File: src/rtl/add_sub_acc.sv
`default_nettype none
// ============================================================================
//  Module      : add_sub_acc
//  Description : Command-driven accumulator stage. Each accepted command adds
//                or subtracts an operand into a registered accumulator, or
//                clears it. Results are returned over a valid/ready handshake
//                with carry/no-borrow, signed overflow, a sticky overflow
//                flag and an add/sub operation counter.
//  Revision    : 1.0  initial release
// ============================================================================
module add_sub_acc #(
   parameter int WIDTH = 4,
   parameter int CNT_W = 8
) (
   input  logic             clk,
   input  logic             rst,
   input  logic             in_valid,
   output logic             in_ready,
   input  logic [WIDTH-1:0] in_data,
   input  logic             in_mode,
   input  logic             in_clr,
   output logic             out_valid,
   input  logic             out_ready,
   output logic [WIDTH-1:0] out_acc,
   output logic             out_carry,
   output logic             out_ovf,
   output logic             out_ovf_sticky,
   output logic [CNT_W-1:0] out_count
);

   typedef enum logic [1:0] {
      S_IDLE = 2'd0,
      S_EXEC = 2'd1,
      S_DONE = 2'd2
   } state_t;

   state_t             r_state;
   state_t             w_next;

   logic [WIDTH-1:0]   r_cmd_data;
   logic               r_cmd_mode;
   logic               r_cmd_clr;

   logic [WIDTH-1:0]   r_acc;
   logic               r_carry;
   logic               r_ovf;
   logic               r_sticky;
   logic [CNT_W-1:0]   r_count;

   logic               w_accept;
   logic [WIDTH-1:0]   w_b_eff;
   logic [WIDTH:0]     w_sum;
   logic               w_ovf;

   // Handshake decode is taken from registered state only; rst masks ready.
   assign in_ready  = (r_state == S_IDLE) & ~rst;
   assign out_valid = (r_state == S_DONE);
   assign w_accept  = in_valid & in_ready;

   // Subtraction is ACC + ~B + 1; the +1 enters as the carry-in term.
   assign w_b_eff = r_cmd_mode ? ~r_cmd_data : r_cmd_data;
   assign w_sum   = {1'b0, r_acc} + {1'b0, w_b_eff} + {{WIDTH{1'b0}}, r_cmd_mode};
   // Overflow: both addends share a sign and the result sign differs from it.
   assign w_ovf   = (r_acc[WIDTH-1] == w_b_eff[WIDTH-1]) &
                    (w_sum[WIDTH-1] != r_acc[WIDTH-1]);

   // State register.
   always_ff @(posedge clk or posedge rst) begin
      if (rst) r_state <= S_IDLE;
      else     r_state <= w_next;
   end

   // Next-state: accept in IDLE, one cycle of EXEC, hold DONE until consumed.
   always_comb begin
      w_next = r_state;
      case (r_state)
         S_IDLE:  if (w_accept)  w_next = S_EXEC;
         S_EXEC:                 w_next = S_DONE;
         S_DONE:  if (out_ready) w_next = S_IDLE;
         default:                w_next = S_IDLE;
      endcase
   end

   // Command register: operands captured only on the accepting edge.
   always_ff @(posedge clk or posedge rst) begin
      if (rst) begin
         r_cmd_data <= '0;
         r_cmd_mode <= 1'b0;
         r_cmd_clr  <= 1'b0;
      end else if (w_accept) begin
         r_cmd_data <= in_data;
         r_cmd_mode <= in_mode;
         r_cmd_clr  <= in_clr;
      end
   end

   // Accumulator, flags and counter update at the EXEC -> DONE edge.
   always_ff @(posedge clk or posedge rst) begin
      if (rst) begin
         r_acc    <= '0;
         r_carry  <= 1'b0;
         r_ovf    <= 1'b0;
         r_sticky <= 1'b0;
         r_count  <= '0;
      end else if (r_state == S_EXEC) begin
         if (r_cmd_clr) begin
            r_acc    <= '0;
            r_carry  <= 1'b0;
            r_ovf    <= 1'b0;
            r_sticky <= 1'b0;
            r_count  <= '0;
         end else begin
            r_acc    <= w_sum[WIDTH-1:0];
            r_carry  <= w_sum[WIDTH];
            r_ovf    <= w_ovf;
            r_sticky <= r_sticky | w_ovf;
            r_count  <= r_count + {{(CNT_W-1){1'b0}}, 1'b1};
         end
      end
   end

   assign out_acc        = r_acc;
   assign out_carry      = r_carry;
   assign out_ovf        = r_ovf;
   assign out_ovf_sticky = r_sticky;
   assign out_count      = r_count;

endmodule
`default_nettype wire

File: config.mk
export PLATFORM = sky130hd
export DESIGN_NAME = add_sub_acc
export DESIGN_NICKNAME = d
export VERILOG_FILES = /design/src/rtl/add_sub_acc.sv
export SDC_FILE = /design/constraint.sdc
export NUM_CORES = 1
export LEC_CHECK = 0
export CORE_ASPECT_RATIO = 0.75
export CORE_UTILIZATION = 48
export DETAILED_ROUTE_END_ITERATION = 16
export GPL_ROUTABILITY_DRIVEN = 0
export PLACE_DENSITY_LB_ADDON = 0.15
export SLEW_MARGIN = 10
export SYNTH_ARGS = -nofsm -noshare
export SYNTH_HDL_FRONTEND = slang
export SYNTH_SLANG_ARGS = --single-unit
File: constraint.sdc
create_clock -name clk -period 2.1 [get_ports clk]
set_clock_uncertainty 0.05 [all_clocks]
set_input_delay 0.42 -clock clk [delete_from_list [all_inputs] [get_ports clk]]
set_output_delay 0.42 -clock clk [all_outputs]
set_load 0.01 [all_outputs]
Word level (Yosys, flattened, before mapping)
Index checks and enable logic that the tools add are counted.
{"block": "totals", "inputBits": 10, "out_inout_bits": 17, "regBits": 23, "wordCells": 35}
{"block": "classes", "n_eq_ne": 6, "add_sub_neg": 3, "muxes": 9, "n_reduce_logical": 2, "bitwise": 6}
{"op": "adder 8 x 1 -> 8 bit (second input constant)", "n": 1}
{"op": "two-way mux 4 bit", "n": 2}
{"op": "two-way mux 8 bit", "n": 1}
{"op": "one-hot mux 2 bit (3 select lines)", "n": 1}
{"op": "adder 4 x 4 -> 5 bit", "n": 1}
{"op": "adder 5 x 1 -> 5 bit", "n": 1}
{"op": "two-way mux 2 bit", "n": 2}
{"op": "inverter 4 bit", "n": 1}
{"op": "AND 1 bit", "n": 3}
{"op": "two-way mux 1 bit", "n": 3}
{"op": "== test 2 x 1 -> 1 bit (second input constant)", "n": 1}
{"op": "== test 2 bit (second input constant)", "n": 1}
{"op": "zero test 2 bit", "n": 1}
{"op": "inequality test 2 x 1 -> 1 bit (second input constant)", "n": 1}
{"op": "inequality test 2 bit (second input constant)", "n": 1}
{"op": "AND reduction 2 bit", "n": 1}
{"op": "== test 1 bit", "n": 1}
{"op": "inequality test 1 bit", "n": 1}
{"op": "inverter 1 bit", "n": 1}
{"op": "bitwise OR 1 bit", "n": 1}

Longest topological paths before layout
Gate-level depths: netlist of the first run.
{"block": "logic_depth", "depth_word": 8, "depth_mapped": 7, "mapped_depth_nobuf": 7}

Worst setup path after synthesis of the first run
OpenSTA, ideal clock, no wires.
{"block": "synth_timing", "path_type": "reg-to-reg", "from": "register r_cmd_mode", "to": "register r_ovf, in the netlist out_ovf", "path_stages_with_launch": 7, "t_required_ps": 1986, "setup_time_ps": 64, "arrival_ps": 1531, "path_buffers": 0, "period_less_slack_ps": 1646, "setup_slack_ps": 454, "path_cell_list": "dfrtp_1 -> xor2_1 -> ha_1 -> a21oi_1 -> o21a_1 -> mux2i_1 -> a21o_1"}
{"block": "synth_between", "elab_chain_cells": 6, "elab_cells_between_ends": 7, "classes_between": "add/sub (2); eq/ne (2); mux (2); bitwise (1)"}
{"element": "from (decl)", "line": "41", "source": "logic r_cmd_mode;"}
{"element": "from (signal assigned)", "line": "92", "source": "r_cmd_mode <= in_mode;"}
{"element": "two-way mux 4 bit", "line": "61", "source": "assign w_b_eff = r_cmd_mode ? ~r_cmd_data : r_cmd_data;"}
{"element": "adder 4 x 4 -> 5 bit", "line": "62", "source": "assign w_sum = {1'b0, r_acc} + {1'b0, w_b_eff} + {{WIDTH{1'b0}}, r_cmd_mode};"}
{"element": "adder 5 x 1 -> 5 bit", "line": "62"}
{"element": "inequality test 1 bit", "line": "65", "source": "(w_sum[WIDTH-1] != r_acc[WIDTH-1]);"}
{"element": "AND 1 bit (*)", "line": "64", "source": "assign w_ovf = (r_acc[WIDTH-1] == w_b_eff[WIDTH-1]) &"}
{"element": "two-way mux 1 bit (*)", "line": "106", "source": "if (r_cmd_clr) begin"}
{"element": "to (signal assigned)", "line": "115", "source": "r_ovf <= w_ovf;"}
{"element": "to (decl)", "line": "46", "source": "logic r_ovf;"}
Mark *: on every way between the ends. The rest lies on a longest branch, timed or not.
A chain may end at the register's enable or synchronous reset.

Worst setup path after layout of the first run
{"block": "layout_timing", "from": "register r_state[0]", "to": "output out_valid"}
{"block": "layout_between", "elab_chain_cells": 1}
{"element": "from (decl)", "line": "37", "source": "state_t r_state;"}
{"element": "from (signal assigned)", "line": "70", "source": "else r_state <= w_next;"}
{"element": "== test 2 bit", "line": "57", "source": "assign out_valid = (r_state == S_DONE);"}
{"element": "to (decl)", "line": "22", "source": "output logic out_valid,"}
Every way passes these cells.

==> results.sh, run 1 <==
export IMPL_finalSetupViolations=0
export IMPL_n_antenna_cell=0
export IMPL_leakage_nw=0.698
export IMPL_synth_area_leader_cell="dfrtp_1"
export IMPL_grt_pass1_vias=806
export IMPL_synth_top_area_share_pct=49.9
export IMPL_ctsHoldBuffers=0
export IMPL_fmax_mhz=507
export IMPL_layout_common_cells="25 x clkdlybuf4s50_1, 23 x dfrtp_1, 12 x nand2_1"
export IMPL_clk_pin_slew_ns=0.13
export IMPL_cp_slowest_stage_delay_ns=0.52
export IMPL_fillCellCount=181
export IMPL_status="completed"
export IMPL_slew_viol_final=0
export IMPL_dp_cells=162
export IMPL_gr_total_overflow=0
export IMPL_fp_coreArea_um2=2140
export IMPL_clock_tree_buffer_depth=2
export IMPL_final_hold_violation_count=0
export IMPL_initial_core_util_pct=53.9
export IMPL_cap_violations=0
export IMPL_wl_per_cell_um=13.0
export IMPL_yosys_warnings=0
export IMPL_crit_arrival_ns=1.50
export IMPL_drc=0
export IMPL_path_buf_inv=2
export IMPL_crit_family="buffers and inverters"
export IMPL_numClockSinks=23
export IMPL_grt_antenna_before_repair=0
export IMPL_fp_dieH_um=44.4
export IMPL_synth_distinct_cells=30
export IMPL_wirelength_um=2150
export IMPL_ir_worst_vdd_v=0.000712
export IMPL_end_kind="output port"
export IMPL_path_cells="nand2b_1, inv_1, clkdlybuf4s50_1"
export IMPL_start_kind="register"
export IMPL_synthTopCellsByArea="dfrtp_1 50%, mux2_2 7.8%, xor2_1 6.1%, ha_1 4.3%, nand2_1 3.9%"
export IMPL_maxSlewHeadroom_pct=58.0
export IMPL_clock_root_buffer="clkbuf_4"
export IMPL_drtIter0Drc=10
export IMPL_powerDensity_nw_per_um2=1140
export IMPL_area_growth_pct=27.7
export IMPL_hpwl_um=1640
export IMPL_grt_max_degree=24
export IMPL_insertion_delay_ns=0.31
export IMPL_layout_commonest_cell="clkdlybuf4s50_1"
export IMPL_drive_gt1_share_pct=9.70
export IMPL_ys_seq_area_share_pct=49.9
export IMPL_numCtsBuffers=3
export IMPL_reg2reg_from="r_cmd_mode"
export IMPL_via_per_inst=5.33
export IMPL_num_vias=885
export IMPL_fin_setup_tns_ns=0
export IMPL_die_area_um2=2600
export IMPL_crit_slowest_cell="clkdlybuf4s50_1"
export IMPL_finalWorstPathRequiredPeriod_ns=1.97
export IMPL_nNetsFinal=150
export IMPL_tightest_slew_ns=0.629
export IMPL_holdCritPathClass="in -> async"
export IMPL_finalNonFillerCells=166
export IMPL_worstSetupStartpoint="r_state[0]"
export IMPL_synth_cells=107
export IMPL_syn_cell_area_um2=1150
export IMPL_fin_crit_sh_pct=94.0
export IMPL_port_buffers=26
export IMPL_first_pass_iters=4
export IMPL_cp_data_required_time_ns=1.63
export IMPL_rsz0062_at_grt="false"
export IMPL_avgSynthCellArea_um2=10.8
export IMPL_grt_pass1_wl_um=3660
export IMPL_synth_seq_cells=23
export IMPL_path_class="reg -> out"
export IMPL_rows=14
export IMPL_die_x_um=58.6
export IMPL_h_tree_depth=1
export IMPL_grt_total_usage_pct=19.4
export IMPL_syn_nets=122
export IMPL_crit_path_max_fanout=5
export IMPL_io_pins=27
export IMPL_cts_tree="built"
export IMPL_postRouteAntennaNets=0
## synth_stat cells
library cell	instances
xor2_1	8
o21ai_0	6
a31oi_1	1
nand4_1	3
nand2_1	12
ha_1	4
a21o_1	3
nor2_1	6
and3_1	2
nor3_2	1
xnor2_1	1
o31ai_1	2
mux2i_1	2
o21ai_1	1
buf_2	2
nand3_1	1
and4b_1	1
clkbuf_1	2
and2_1	2
fa_1	1
inv_1	5
nand2b_1	2
a21oi_1	2
nor2b_1	1
dfrtp_1	23
a22o_1	1
mux2_2	8
o21a_1	1
nand3b_1	2
or3_1	1
## path summary, 6_finish.rpt
check / end / slack (ns) / depth (start not counted)
worst max-delay path: out_valid / 0.13 / 3
worst min-delay path: out_count[0] / 0.43 / 3
worst max register to register: out_ovf_sticky / 0.30 / 6
worst min register to register: out_ovf_sticky / 0.44 / 1
max in group asynchronous: r_state[0] / 1.33 / 3
min in group clk: out_ovf_sticky / 0.44 / 1
## tightest hold or removal path, delay by kind of cell
family,cells,cell delay [ns]
buffers and inverters,3,0.77
## metal layers
metal  vias up  wire (µm)  global-route usage, %
met3         2        123                   6.14
met4         0         13                   2.86
li1        420          -                      -
met5         -          0                      0
met2        26        981                   30.8
met1       437       1040                   27.2
## logic make-up after synthesis
| group | count (synthesis) | synth area share (%) |
|---|---|---|
| buffers and inverters | 9 | 3.15 |
| adders and majority gates | 5 | 6.08 |
| DFF | 23 | 49.9 |
| AOI/OAI and AO/OA | 17 | 9.12 |
| xor gates and xnor gates | 9 | 6.84 |
| and+or+nand+nor | 34 | 15.3 |
| muxes | 10 | 9.56 |
## area by class of cell
class	instances	area (µm²)	share of cell area [%]
clock buffer	4	26.3	1.79
multi-input combinational	75	541	36.7
sequential	23	576	39.1
timing repair buffer	27	270	18.4
tap	32	40.0	2.72
inverter	5	18.8	1.28
## repair_timing
| item | CTS | global route |
|---|---|---|
| resized for setup | 0 | 1 |
| setup buffers | 0 | 0 |
| endpoints found under the setup margin | 0 | 1 |
## report_power, final
part           internal (mW)  leakage, nW  switching, mW
clock                 0.0741       0.0150          0.130
combinational          0.435        0.386          0.339
sequential             0.567        0.297          0.138
total                   1.08        0.698          0.607
## sequential cells by signal, summed over array words and instances (netlist names)
register / flops
out_acc: 4
out_ovf_sticky: 1
out_ovf: 1
r_cmd_data: 4
r_state: 2
out_count: 8
r_cmd_mode: 1
r_cmd_clr: 1
out_carry: 1
## metrics by stage
stage | total power, mW | utilization (%) | worst slack [ns] | instance area [µm²] | hold WS (ns)
floorplan | 1.18 | - | 0.454 | 1150 | 0.372
global placement | 1.45 | 67.5 | 0.105 | 1440 | 0.407
detailed placement | 1.50 | 67.5 | 0.0913 | 1440 | 0.420
CTS | 1.70 | 68.7 | 0.0788 | 1470 | 0.441
global route | 1.82 | 68.9 | 0.0333 | 1470 | 0.461
finish | 1.68 | 68.9 | 0.127 | 1470 | 0.435
Power figures use the tool's default switching activity.
==> run 2, diff against run 1 <==
--- a/config.mk
+++ b/config.mk
@@ -6,7 +6,8 @@
 export NUM_CORES = 1
 export LEC_CHECK = 0
 export CORE_ASPECT_RATIO = 0.75
-export CORE_UTILIZATION = 48
+export CORE_MARGIN = 8
+export CORE_UTILIZATION = 30
 export DETAILED_ROUTE_END_ITERATION = 16
 export GPL_ROUTABILITY_DRIVEN = 0
 export PLACE_DENSITY_LB_ADDON = 0.15
==> run 2 against run 1 <==
Effect of this change:
- global-route usage down 10 points
- via count shrank 2.5%
- critical path depth unchanged
- hold slack better by 0.00074 ns
- non-clock buffer count up 2
- first-iteration DRC count rose to 4.1 times the previous value
- total power is 4.7% higher
- cell count rose by 13%
- sequential power hardly changed
==> results.sh, run 2 (synthesis gave the netlist of run 1 again) <==
export IMPL_status="completed"
export IMPL_ir_worst_vdd_v=0.000482
export IMPL_drc=0
export IMPL_holdCritPathClass="reg -> reg"
export IMPL_drtIter0Drc=41
export IMPL_via_per_inst=4.59
export IMPL_cts_tree="built"
export IMPL_switching_share_pct=35.1
export IMPL_layout_common_cells="25 x clkdlybuf4s50_1, 23 x dfrtp_1, 12 x nand2_1"
export IMPL_rows=19
export IMPL_start_kind="register"
export IMPL_seqPwrFrac_pct=40.1
export IMPL_clockPowerShare_pct=15.4
export IMPL_tightest_slew_ns=0.387
export IMPL_end_kind="output port"
export IMPL_p_switching_uw=619
export IMPL_grt_max_degree=24
export IMPL_fin_setup_tns_ns=0
export IMPL_slew_viol_final=0
export IMPL_leakage_nw=0.715
export IMPL_first_pass_iters=5
export IMPL_postRouteAntennaNets=0
export IMPL_path_class="reg -> out"
export IMPL_finalSetupViolations=0
export IMPL_port_buffers=26
export IMPL_worst_r2r_setup_slack_ns=0.29
export IMPL_powerDensity_nw_per_um2=1150
export IMPL_clock_tree_buffer_depth=2
export IMPL_fillCellCount=379
export IMPL_h_tree_depth=1
export IMPL_largest_reg_flops=8
export IMPL_fmax_mhz=520
export IMPL_crit_arrival_ns=1.45
export IMPL_final_hold_violation_count=0
export IMPL_rsz0062_at_grt="false"
export IMPL_grt_antenna_before_repair=0
export IMPL_insertion_delay_ns=0.26
export IMPL_fp_coreArea_um2=3660
export IMPL_intPower_mw=1.14
export IMPL_drive_gt1_share_pct=11.0
export IMPL_die_area_um2=6100
export IMPL_fin_crit_sh_pct=91.6
export IMPL_n_antenna_cell=0
export IMPL_num_vias=863
export IMPL_grt_total_usage_pct=9.06
export IMPL_gr_total_overflow=0
export IMPL_clock_root_buffer="clkbuf_8"
export IMPL_io_pins=27
export IMPL_area_growth_pct=32.8
export IMPL_cap_violations=0
export IMPL_numCtsBuffers=3
export IMPL_nNetsFinal=152
export IMPL_grt_pass1_vias=949
export IMPL_fp_dieH_um=69.7
export IMPL_maxSlewHeadroom_pct=74.2
export IMPL_numClockSinks=23
export IMPL_clk_pin_slew_ns=0.08
export IMPL_wirelength_um=2450
export IMPL_crit_path_max_fanout=5
export IMPL_layout_commonest_cell="clkdlybuf4s50_1"
export IMPL_cp_data_required_time_ns=1.63
export IMPL_wl_per_cell_um=13.0
export IMPL_grt_pass1_wl_um=4510
export IMPL_utilization_pct=41.8
export IMPL_ctsHoldBuffers=0
export IMPL_combPwrFrac_pct=44.4
export IMPL_initial_core_util_pct=31.5
export IMPL_hpwl_um=1890
export IMPL_finalWorstPathRequiredPeriod_ns=1.92
export IMPL_die_x_um=87.6
-- run 2: cell count changes in the layout (fill, tap and decap cells not counted), sizes merged --
cell  previous run  this run
buf              1         3
-- run 2: layout make-up --
class	count	area [µm²]	share of cell area, %
clock buffer	4	45.0	2.94
inverter	5	18.8	1.23
multi-input combinational	75	541	35.3
sequential	23	576	37.6
tap	52	65.1	4.25
timing repair buffer	29	285	18.6
-- run 2: per-layer routing --
layer  up-vias  global-route usage [%]  routed length (µm)
li1        428                       -                   -
met1       406                    11.9                1180
met2        27                    13.2                1050
met3         2                    3.79                 197
met4         0                    2.28                  19
met5         -                       0                   0
-- run 2: power by group through the flow --
| stage | registers (mW) | logic (mW) | clock network (mW) |
|---|---|---|---|
| 3_3_place_gp | 0.711 | 0.771 | 0 |
| 3_5_place_dp | 0.719 | 0.796 | 0 |
| 5_1_grt | 0.732 | 0.887 | 0.306 |
| 4_1_cts | 0.709 | 0.802 | 0.288 |
| 6_report | 0.707 | 0.783 | 0.271 |
| 2_1_floorplan | 0.719 | 0.462 | 0 |
-- run 2: final timing paths --
| kind | start | endpoint | depth (start not counted) |
|---|---|---|---|
| min | out_ovf | out_ovf | 1 |
| max reg2reg | r_cmd_mode | out_ovf | 6 |
| max | r_state[0] | out_valid | 3 |
| min reg2reg | out_ovf | out_ovf | 1 |
| max in group asynchronous | rst | out_count[0] | 3 |
| min in group asynchronous | rst | r_state[1] | 3 |
-- run 2: worst max-delay path: stages, from the launching register on --
cell and delay (ns):
dfrtp_1 0.43, nand2b_1 0.18, inv_1 0.06, clkdlybuf4s50_1 0.53
-- run 2: repair_timing --
item                                    in CTS  in global routing
gates resized for setup                      0                  1
buffers inserted                             0                  0
endpoints found under the setup margin       0                  1
-- run 2: per-stage QoR --
stage	area, µm²	setup WS (ns)	hold WS, ns	instances	total power, mW
2_1_floorplan	1150	0.454	0.372	107	1.18
3_3_place_gp	1480	0.0935	0.409	184	1.48
3_5_place_dp	1480	0.0524	0.420	184	1.51
4_1_cts	1530	0.0396	0.439	188	1.80
5_1_grt	1530	0.129	0.453	188	1.93
6_report	1530	0.176	0.436	188	1.76
